`config.mk`:
```
export PLATFORM = sky130hd
export DESIGN_NAME = net_msg_to_mem_resp_queue
export DESIGN_NICKNAME = d
export VERILOG_FILES = /design/src/rtl/net_msg_to_mem_resp_queue.sv
export SDC_FILE = /design/constraint.sdc
export NUM_CORES = 1
export LEC_CHECK = 0
export ABC_AREA = 1
export CORE_MARGIN = 2
export CORE_UTILIZATION = 46
export CTS_CLUSTER_DIAMETER = 150
export DETAILED_ROUTE_END_ITERATION = 8
export GPL_ROUTABILITY_DRIVEN = 1
export GPL_TIMING_DRIVEN = 0
export PLACE_DENSITY = 0.81
export SLEW_MARGIN = 10
export SYNTH_ARGS = -nofsm -noshare
export SYNTH_HDL_FRONTEND = slang
export SYNTH_SLANG_ARGS = --single-unit
```
`constraint.sdc`:
```
create_clock -name clk -period 1.8 [get_ports clk]
set_clock_uncertainty 0.2 [all_clocks]
set_input_delay 0.27 -clock clk [delete_from_list [all_inputs] [get_ports clk]]
set_output_delay 0.27 -clock clk [all_outputs]
set_load 0.03 [all_outputs]
```
`src/rtl/net_msg_to_mem_resp_queue.sv`:
```
// ---------------------------------------------------------------------------
// net_msg_to_mem_resp_queue
//
// Core-side receive stage that sits right after the bank-side
// memory-response-to-network adapter. It accepts split control/data network
// response messages and drops any message addressed to another core. It
// applies the security-domain check and unpacks the result into a memory
// response. That response is buffered in a 2-entry FIFO whose head drives
// the core's response port directly from registers.
//
// Ports:
//   clk               clock
//   reset             asynchronous, active-low reset
//   mode              1 = domain enforcement enabled
//   domain            current security domain of the attached core
//   net_val/net_rdy   network response handshake
//   net_msg_control   {dest, src, opaque, pkt_domain, fail, mem_ctrl}
//   net_msg_data      response data
//   resp_val/resp_rdy memory response handshake
//   resp_msg_control  {type, opaque, len}
//   resp_msg_data     response data (zeroed when blocked)
//   resp_fail         response failed or was blocked by the domain check
//   misroute_cnt      saturating count of dropped misrouted messages
//   violation_cnt     saturating count of domain-blocked messages
// ---------------------------------------------------------------------------
module net_msg_to_mem_resp_queue #(
    parameter int p_core_id           = 0,
    parameter int p_mem_opaque_nbits  = 8,
    parameter int p_mem_data_nbits    = 32,
    parameter int p_net_opaque_nbits  = 4,
    parameter int p_net_srcdest_nbits = 3,
    parameter int c_mem_cnbits        = 3 + p_mem_opaque_nbits + 2,
    parameter int c_net_cnbits        = 2 * p_net_srcdest_nbits + p_net_opaque_nbits
                                        + c_mem_cnbits + 2
) (
    input  logic                        clk,
    input  logic                        reset,
    input  logic                        mode,
    input  logic                        domain,
    input  logic                        net_val,
    output logic                        net_rdy,
    input  logic [c_net_cnbits-1:0]     net_msg_control,
    input  logic [p_mem_data_nbits-1:0] net_msg_data,
    output logic                        resp_val,
    input  logic                        resp_rdy,
    output logic [c_mem_cnbits-1:0]     resp_msg_control,
    output logic [p_mem_data_nbits-1:0] resp_msg_data,
    output logic                        resp_fail,
    output logic [7:0]                  misroute_cnt,
    output logic [7:0]                  violation_cnt
);

    localparam int ns = p_net_srcdest_nbits;
    localparam int no = p_net_opaque_nbits;
    localparam logic [ns-1:0] c_core_dest = ns'(p_core_id);

    // Header fields. The network src and opaque are not needed past this stage.
    logic [ns-1:0]               dest;
    logic [ns-1:0]               unused_src;
    logic [no-1:0]               unused_net_opaque;
    logic                        pkt_domain;
    logic                        pkt_fail;
    logic [c_mem_cnbits-1:0]     mem_ctrl;

    assign dest              = net_msg_control[c_net_cnbits-1 -: ns];
    assign unused_src        = net_msg_control[c_net_cnbits-1-ns -: ns];
    assign unused_net_opaque = net_msg_control[c_mem_cnbits+2 +: no];
    assign pkt_domain        = net_msg_control[c_mem_cnbits+1];
    assign pkt_fail          = net_msg_control[c_mem_cnbits];
    assign mem_ctrl          = net_msg_control[c_mem_cnbits-1:0];

    // Queue storage. The head entry registers are the response outputs.
    logic [1:0]                  count;
    logic [c_mem_cnbits-1:0]     tail_ctrl;
    logic [p_mem_data_nbits-1:0] tail_data;
    logic                        tail_fail;

    logic                        full;
    logic                        accept;
    logic                        dequeue;
    logic                        misroute;
    logic                        violation;
    logic                        enqueue;
    logic [p_mem_data_nbits-1:0] in_data;
    logic                        in_fail;

    assign full     = (count == 2'd2);
    assign resp_val = (count != 2'd0);
    assign dequeue  = resp_val && resp_rdy;
    // A full queue can still take a message in the cycle its head leaves.
    assign net_rdy  = !full || dequeue;
    assign accept   = net_val && net_rdy;

    // Classify the incoming message and form the entry that would be enqueued.
    // A misrouted message is dropped, so it is never also counted as a violation.
    always_comb begin
        misroute  = 1'b0;
        violation = 1'b0;
        enqueue   = 1'b0;
        in_data   = net_msg_data;
        in_fail   = pkt_fail;
        if (dest != c_core_dest) begin
            misroute = 1'b1;
        end else begin
            enqueue = accept;
            if (mode && (pkt_domain != domain)) begin
                violation = 1'b1;
                in_data   = '0;
                in_fail   = 1'b1;
            end
        end
    end

    // FIFO update. A new entry goes straight to the head when the head slot is
    // empty or is being vacated with nothing behind it; otherwise it goes to the
    // tail. When the queue is full and draining, the tail shifts into the head.
    always_ff @(posedge clk or negedge reset) begin
        if (!reset) begin
            count            <= 2'd0;
            resp_msg_control <= '0;
            resp_msg_data    <= '0;
            resp_fail        <= 1'b0;
            tail_ctrl        <= '0;
            tail_data        <= '0;
            tail_fail        <= 1'b0;
        end else begin
            if (dequeue && full) begin
                resp_msg_control <= tail_ctrl;
                resp_msg_data    <= tail_data;
                resp_fail        <= tail_fail;
            end
            if (enqueue) begin
                if ((count == 2'd0) || ((count == 2'd1) && dequeue)) begin
                    resp_msg_control <= mem_ctrl;
                    resp_msg_data    <= in_data;
                    resp_fail        <= in_fail;
                end else begin
                    tail_ctrl <= mem_ctrl;
                    tail_data <= in_data;
                    tail_fail <= in_fail;
                end
            end
            case ({enqueue, dequeue})
                2'b10:   count <= count + 2'd1;
                2'b01:   count <= count - 2'd1;
                default: count <= count;
            endcase
        end
    end

    // Saturating event counters, updated only on the edge a message is accepted.
    always_ff @(posedge clk or negedge reset) begin
        if (!reset) begin
            misroute_cnt  <= 8'd0;
            violation_cnt <= 8'd0;
        end else if (accept) begin
            if (misroute && (misroute_cnt != 8'hFF)) begin
                misroute_cnt <= misroute_cnt + 8'd1;
            end
            if (violation && (violation_cnt != 8'hFF)) begin
                violation_cnt <= violation_cnt + 8'd1;
            end
        end
    end

endmodule

```
# Yosys cells after proc, flatten, opt, wreduce, memory -nomap -nowiden
# Index checks and enable logic that the tools add are counted.
# W data, S select, Z words.
[totals]
register_bits = 110
latch_bits = 0
ram_bits = 0
rom_bits = 0
in_bits = 63
output_inout_bits = 64
elab_cells = 56
mem_count = 0
[op_classes]
n_addsub = 4
n_mul = 0
div = 0
order_cmp = 0
n_eq_ne = 7
n_shift = 0
muxes = 18
n_bitwise = 1
reduce_logical = 17
[op_table]
columns = ["operator", "count"]
rows = [
  ["$mux W32", 5],
  ["$mux W13", 3],
  ["$add A8 B1 Y8 const B", 2],
  ["$ne A8 B8 Y1 const B", 2],
  ["$mux W1", 9],
  ["$logic_and A1 B1 Y1", 7],
  ["$reduce_and A2 Y1", 3],
  ["$eq A2 B1 Y1 const B", 2],
  ["$eq A2 B2 Y1 const B", 2],
  ["$pmux W2 S2", 1],
  ["$reduce_bool A2 Y1", 2],
  ["$reduce_bool A3 Y1", 1],
  ["$add A2 B1 Y2 const B", 1],
  ["$logic_not A2 Y1", 1],
  ["$logic_or A1 B1 Y1", 2],
  ["$sub A2 B1 Y2 const B", 1],
  ["$logic_not A1 Y1", 1],
  ["$ne A1 B1 Y1", 1],
  ["$not A1 Y1", 1],
]

# Logic depth before layout (Yosys ltp)
[logic_depth]
depth_word = 7
mapped_depth = 12
mapped_depth_nobuf = 11

# Worst setup path after synthesis
# No wires, ideal clock.
[synth_timing]
kind = "reg-to-reg"
from = "reg count[0]"
to = "reg count[1]"
setup_ps = 127
arrival_time_ps = 1717
required_ps = 1473
path_slack_ps = -244
stages_incl_launch_ff = 12
n_path_buf = 0
synth_period_minus_slack_ps = 2044
cell_sequence = "dfrtp_1 -> inv_1 -> ha_1 -> inv_2 -> nand2_2 -> nand2_2 -> nand2_2 -> nor2_4 -> inv_1 -> ha_1 -> nand2_1 -> o21ai_0"
[synth_between]
elab_chain_cells = 7
word_cells_on_any_way = 13
cone_classes = "2 x add/sub; 3 x eq/ne; 2 x mux; 6 x reduce/logical"
[synth_lines]
columns = ["item", "line_no", "text"]
rows = [
  ["start: declaration", "73", "logic [1:0] count;"],
  ["start signal: assignment", "144", "2'b10: count <= count + 2'd1;"],
  ["start signal: assignment", "145", "2'b01: count <= count - 2'd1;"],
  ["start signal: assignment", "146", "default: count <= count;"],
  ["$reduce_bool A2 Y1 *", "88", "assign resp_val = (count != 2'd0);"],
  ["via resp_val", "44", "output logic resp_val,"],
  ["$logic_and A1 B1 Y1 *", "89", "assign dequeue = resp_val && resp_rdy;"],
  ["$logic_or A1 B1 Y1 *", "91", "assign net_rdy = !full || dequeue;"],
  ["via net_rdy", "41", "output logic net_rdy,"],
  ["$logic_and A1 B1 Y1 *", "92", "assign accept = net_val && net_rdy;"],
  ["$mux W1 *", "102", "if (dest != c_core_dest) begin"],
  ["$eq A2 B1 Y1 / $eq A2 B2 Y1 (equally long branches)", "143", "case ({enqueue, dequeue})"],
  ["$pmux W2 S2 / $reduce_bool A2 Y1 (equally long branches)", "--", ""],
]
# The timed path passes the listed nets; every way through them passes the cells marked *.
# A chain may end at the register's enable or synchronous reset.

# Worst setup path after layout
[layout_timing]
from = "reg count[1]"
to = "reg resp_msg_data[18]"
[layout_between]
elab_chain_cells = 6
word_cells_on_any_way = 15
cone_classes = "2 x eq/ne; 4 x mux; 9 x reduce/logical"
[layout_lines]
columns = ["item", "line_no", "text"]
rows = [
  ["$reduce_bool A2 Y1 / $eq A2 B2 Y1 (equally long branches)", "88, 87", ""],
  ["$logic_and A1 B1 Y1 / $logic_not A1 Y1 (equally long branches)", "89, 91", ""],
  ["$logic_and A1 B1 Y1, or another cell as far along", "127", "if (dequeue && full) begin"],
  ["$mux W32, or another cell as far along", "127", ""],
  ["$mux W32 / $mux W1 (equally long branches)", "133, 102", ""],
  ["$mux W32 *", "132", "if (enqueue) begin"],
  ["end signal: assignment", "129", "resp_msg_data <= tail_data;"],
  ["end signal: assignment", "135", "resp_msg_data <= in_data;"],
  ["end: declaration", "47", "output logic [p_mem_data_nbits-1:0] resp_msg_data,"],
]
# Every way passes the cells marked *; elsewhere a longest branch is shown, timed or not.

==> summary.txt <==
Power and ir drop
  • Leakage power summed over all cells: approximately 4.3 nW
  • Clock network fraction of total power: 0.167
  • Total power consumption of the routed design: approximately 12 mW
  • Cell-internal power: 7.12 mW
  • Reg power frac: 0.350
  • Part of the power in combinational logic: 0.483
  • Sw Pwr: ~5 mW
  • Switching power share of the total: 0.419
  • Worst ir drop on vdd: a little under 0.7 mV
  • Total power divided by cell area: ~1500 mW/mm²

Worst setup path
  • Type of the setup path with the least slack: reg2reg
  • Worst Setup End Kind: register
  • Crit path max fanout: 10
  • Endpoint required time on the critical path: 1.87 ns
  • Crit start category: register
  • Data arrival time of the critical path: 2.04 ns

Finish
  • Antenna diode count: 0
  • Ratio of cells with drive above 1 in the final layout: 0.288
  • Fin nets: a little under 900
  • Area added between synthesis and finish: 48.9%
  • Non-filler cells, final: between 900 and 1000
  • Cell area after layout: 0.00828 mm²

Clock tree
  • Sinks on Clock Net: 110
  • Total number of H-tree levels: 3
  • Number of clock buffers inserted by TritonCTS: 9
  • Worst-Skew Late Latency: around 0.34 ns
  • Clock tree from TritonCTS: yes
  • Cell at the root of the clock tree: sky130_fd_sc_hd__clkbuf_16
  • Reg clk slew, reported paths: about 0.07 ns
  • Maximum clock insertion buffer count: 2

Yosys
  • Dominant cell type by area after synthesis: sky130_fd_sc_hd__dfrtp_1
  • Most instantiated cells after synthesis: 286 x sky130_fd_sc_hd__nand2_1, 110 x sky130_fd_sc_hd__dfrtp_1, 56 x sky130_fd_sc_hd__nand3_1
  • Most used standard cell by instance count after synthesis: sky130_fd_sc_hd__nand2_1
  • Number of enable flip-flop cells after synthesis: 0
  • Biggest area contributors in the synthesized netlist: sky130_fd_sc_hd__dfrtp_1 49%, sky130_fd_sc_hd__nand2_1 19%, sky130_fd_sc_hd__o21ai_2 7.9%
  • Number of flip-flops and latches in the synthesized netlist: 110
  • Synth Area per Inst: just over 8 µm²
  • Leading register cell type out of synthesis: sky130_fd_sc_hd__dfrtp_1
  • YS warnings: 0
  • Async set or reset register ratio after synthesis: 1.00
  • Instance count of the mapped netlist: about 670
  • Area share of the leading cell type in the synthesized netlist: 0.495
  • Post-synthesis cell area: about 0.0056 mm²
  • Fraction of the yosys area taken by sequential cells: 0.495
  • Post-synth cell types: 24
  • Net count after synthesis: around 740

Timing
  • Hold Fails Final Rpt: 0
  • Worst hold slack: 0.200 ns
  • Worst-case setup margin in the final layout: -0.170 ns
  • Setup repair after global routing missed its margin: yes
  • FMAX: just over 500 MHz
  • Final worst-path cycle share: 1.09
  • Max transition margin: 0.690
  • Tightest Pin Transition: 0.464 ns
  • Minimum clock period after layout: about 2.0 ns
  • Fin. max-slew vios: 0
  • Final number of setup-violating endpoints: 104

Placed design
  • Placed cell area: around 0.0070 mm²
  • Total half-perimeter wirelength after legalization and detailed placement: between 9 and 10 mm
  • I/O Buffers: about 120
  • Inst Count DP: between 900 and 1000
  • Global placement routability congestion: about 0.84

Route
  • Routed via count: roughly 5000
  • WL met3: 564 µm
  • Routed wl met2: between 7 and 8 mm
  • First-pass iteration count of the detailed router: 4
  • Count of routing violations after the opening detailed-route iteration: 389
  • DRC viols: 0
  • Post-route ant nets: 0
  • WL met1: approximately 6.3 mm
  • Highest layer used for signal routing: met4
  • Via density: 5.13
  • Wirelength per Cell: approximately 15 µm
  • Wirelength, routed: approximately 15 mm

Die
  • Die width: 114 µm
  • Chip Height: 114 µm
  • Area enclosed by the die boundary: 0.0130 mm²
  • Number of cell rows: 40
  • Core region area: ~0.012 mm²
  • Number of I/O pins: 127
  • Initial cell density of the core: 0.467

Flow run
  • Max-cap violation count: 0

Run status
  • Result of the run: finished with violations
  • Failing checks: negative setup slack

Global routing
  • Combined global-route utilization of all metal layers: 0.228
  • GRT Residual Overflow: 0
  • First-pass GRT wire length: 23.6 mm
  • Number of global-route vias before repair: approximately 4800
  • Initial antenna violation count: 0
  • Largest net degree at the start of global routing: 74

Worst hold path
  • Worst min path class: in2async
registers in the layout, indices dropped and copies added, names as in the netlist:
signal	flops
count	2
misroute_cnt	8
resp_fail	1
resp_msg_control	13
resp_msg_data	32
tail_ctrl	13
tail_data	32
tail_fail	1
violation_cnt	8
cells by family (layout without fill, tap and decap cells):
kind of cell,Yosys count,after routing,share of synthesized area
DFF,110,110,0.495
xor gates and xnor gates,8,8,0.0126
buffers and inverters,73,230,0.0776
AOI/OAI and AO/OA,96,96,0.122
adders and majority gates,6,6,0.0135
and+or+nand+nor,376,376,0.279
cells in the final DEF, fill, tap and decap left out, types with 23 or more instances in the layout:
master                            Yosys  final
sky130_fd_sc_hd__dlygate4sd2_1        0     63
sky130_fd_sc_hd__inv_1               34     32
sky130_fd_sc_hd__nand3_1             56     56
sky130_fd_sc_hd__dfrtp_1            110    109
sky130_fd_sc_hd__o21ai_1             22     23
sky130_fd_sc_hd__clkdlybuf4s50_1      0     54
sky130_fd_sc_hd__o21ai_2             50     71
sky130_fd_sc_hd__nand2_2              7     38
sky130_fd_sc_hd__nand2_4              0     38
sky130_fd_sc_hd__nand2_1            286    216
critical path: stages, from the launching register on:
cell and delay [ns]:
sky130_fd_sc_hd__dfrtp_1 0.39, sky130_fd_sc_hd__inv_2 0.07, sky130_fd_sc_hd__ha_4 0.16, sky130_fd_sc_hd__inv_4 0.06, sky130_fd_sc_hd__nand2_4 0.07, sky130_fd_sc_hd__nand2_8 0.08
sky130_fd_sc_hd__nand2_4 0.05, sky130_fd_sc_hd__nor2_4 0.16, sky130_fd_sc_hd__nand2_4 0.09, sky130_fd_sc_hd__buf_12 0.14, sky130_fd_sc_hd__buf_16 0.15, sky130_fd_sc_hd__buf_12 0.15
sky130_fd_sc_hd__o21ai_2 0.11
path summary, 6_finish.rpt:
kind                                from                 to  slack, ns  cells after the start
setup / recovery                count[1]  resp_msg_data[18]      -0.17                     12
hold / removal                     reset   violation_cnt[7]       0.20                      2
setup reg to reg                count[1]  resp_msg_data[18]      -0.17                     12
hold reg to reg            tail_data[16]      tail_data[16]       0.29                      2
max in group asynchronous          reset  resp_msg_data[23]       0.52                      3
min in group clk           tail_data[16]      tail_data[16]       0.29                      2
final cells by class:
type | count | area, µm²
clock buffer | 12 | 256
multi-input combinational | 486 | 2890
tap | 147 | 184
timing repair buffer | 142 | 1570
sequential | 110 | 2750
inverter | 36 | 143
fill | 950 | 3630
buffer | 37 | 440
clock inverter | 3 | 43.8
metrics by stage:
step,setup WS [ns],setup TNS [ns],util
final,-0.170,-12.00,0.695
after CTS,-0.150,-9.73,0.657
after detailed placement,-0.368,-30.85,0.589
after global routing,-0.264,-23.31,0.695
after floorplan,-0.0425,-3.59,-
after global placement,-3.97,-463.81,0.587
timing repair:
action,4_1_cts,5_1_grt
hold buffers,1,0
setup buffers,8,0
endpoints found under the setup margin,174,112
hold endpoints to repair,37,0
gates resized for setup,169,81
gates cloned,7,6
pin swaps,6,1
power by group through the flow:
stage	sequential (mW)	clock [mW]	combinational, mW
3_3_place_gp	4.11	0	5.26
2_1_floorplan	5.14	0	2.45
5_1_grt	4.40	2.18	6.45
6_report	4.28	2.05	5.91
3_5_place_dp	4.14	0	5.37
4_1_cts	4.12	2.07	5.51
per-layer routing:
metal | GRT usage | up-vias
met5 | 0 | -
met4 | 0.0667 | 0
met3 | 0.0271 | 13
met2 | 0.392 | 98
met1 | 0.304 | 2419
li1 | - | 2463
(Power assumes the default switching activity.)
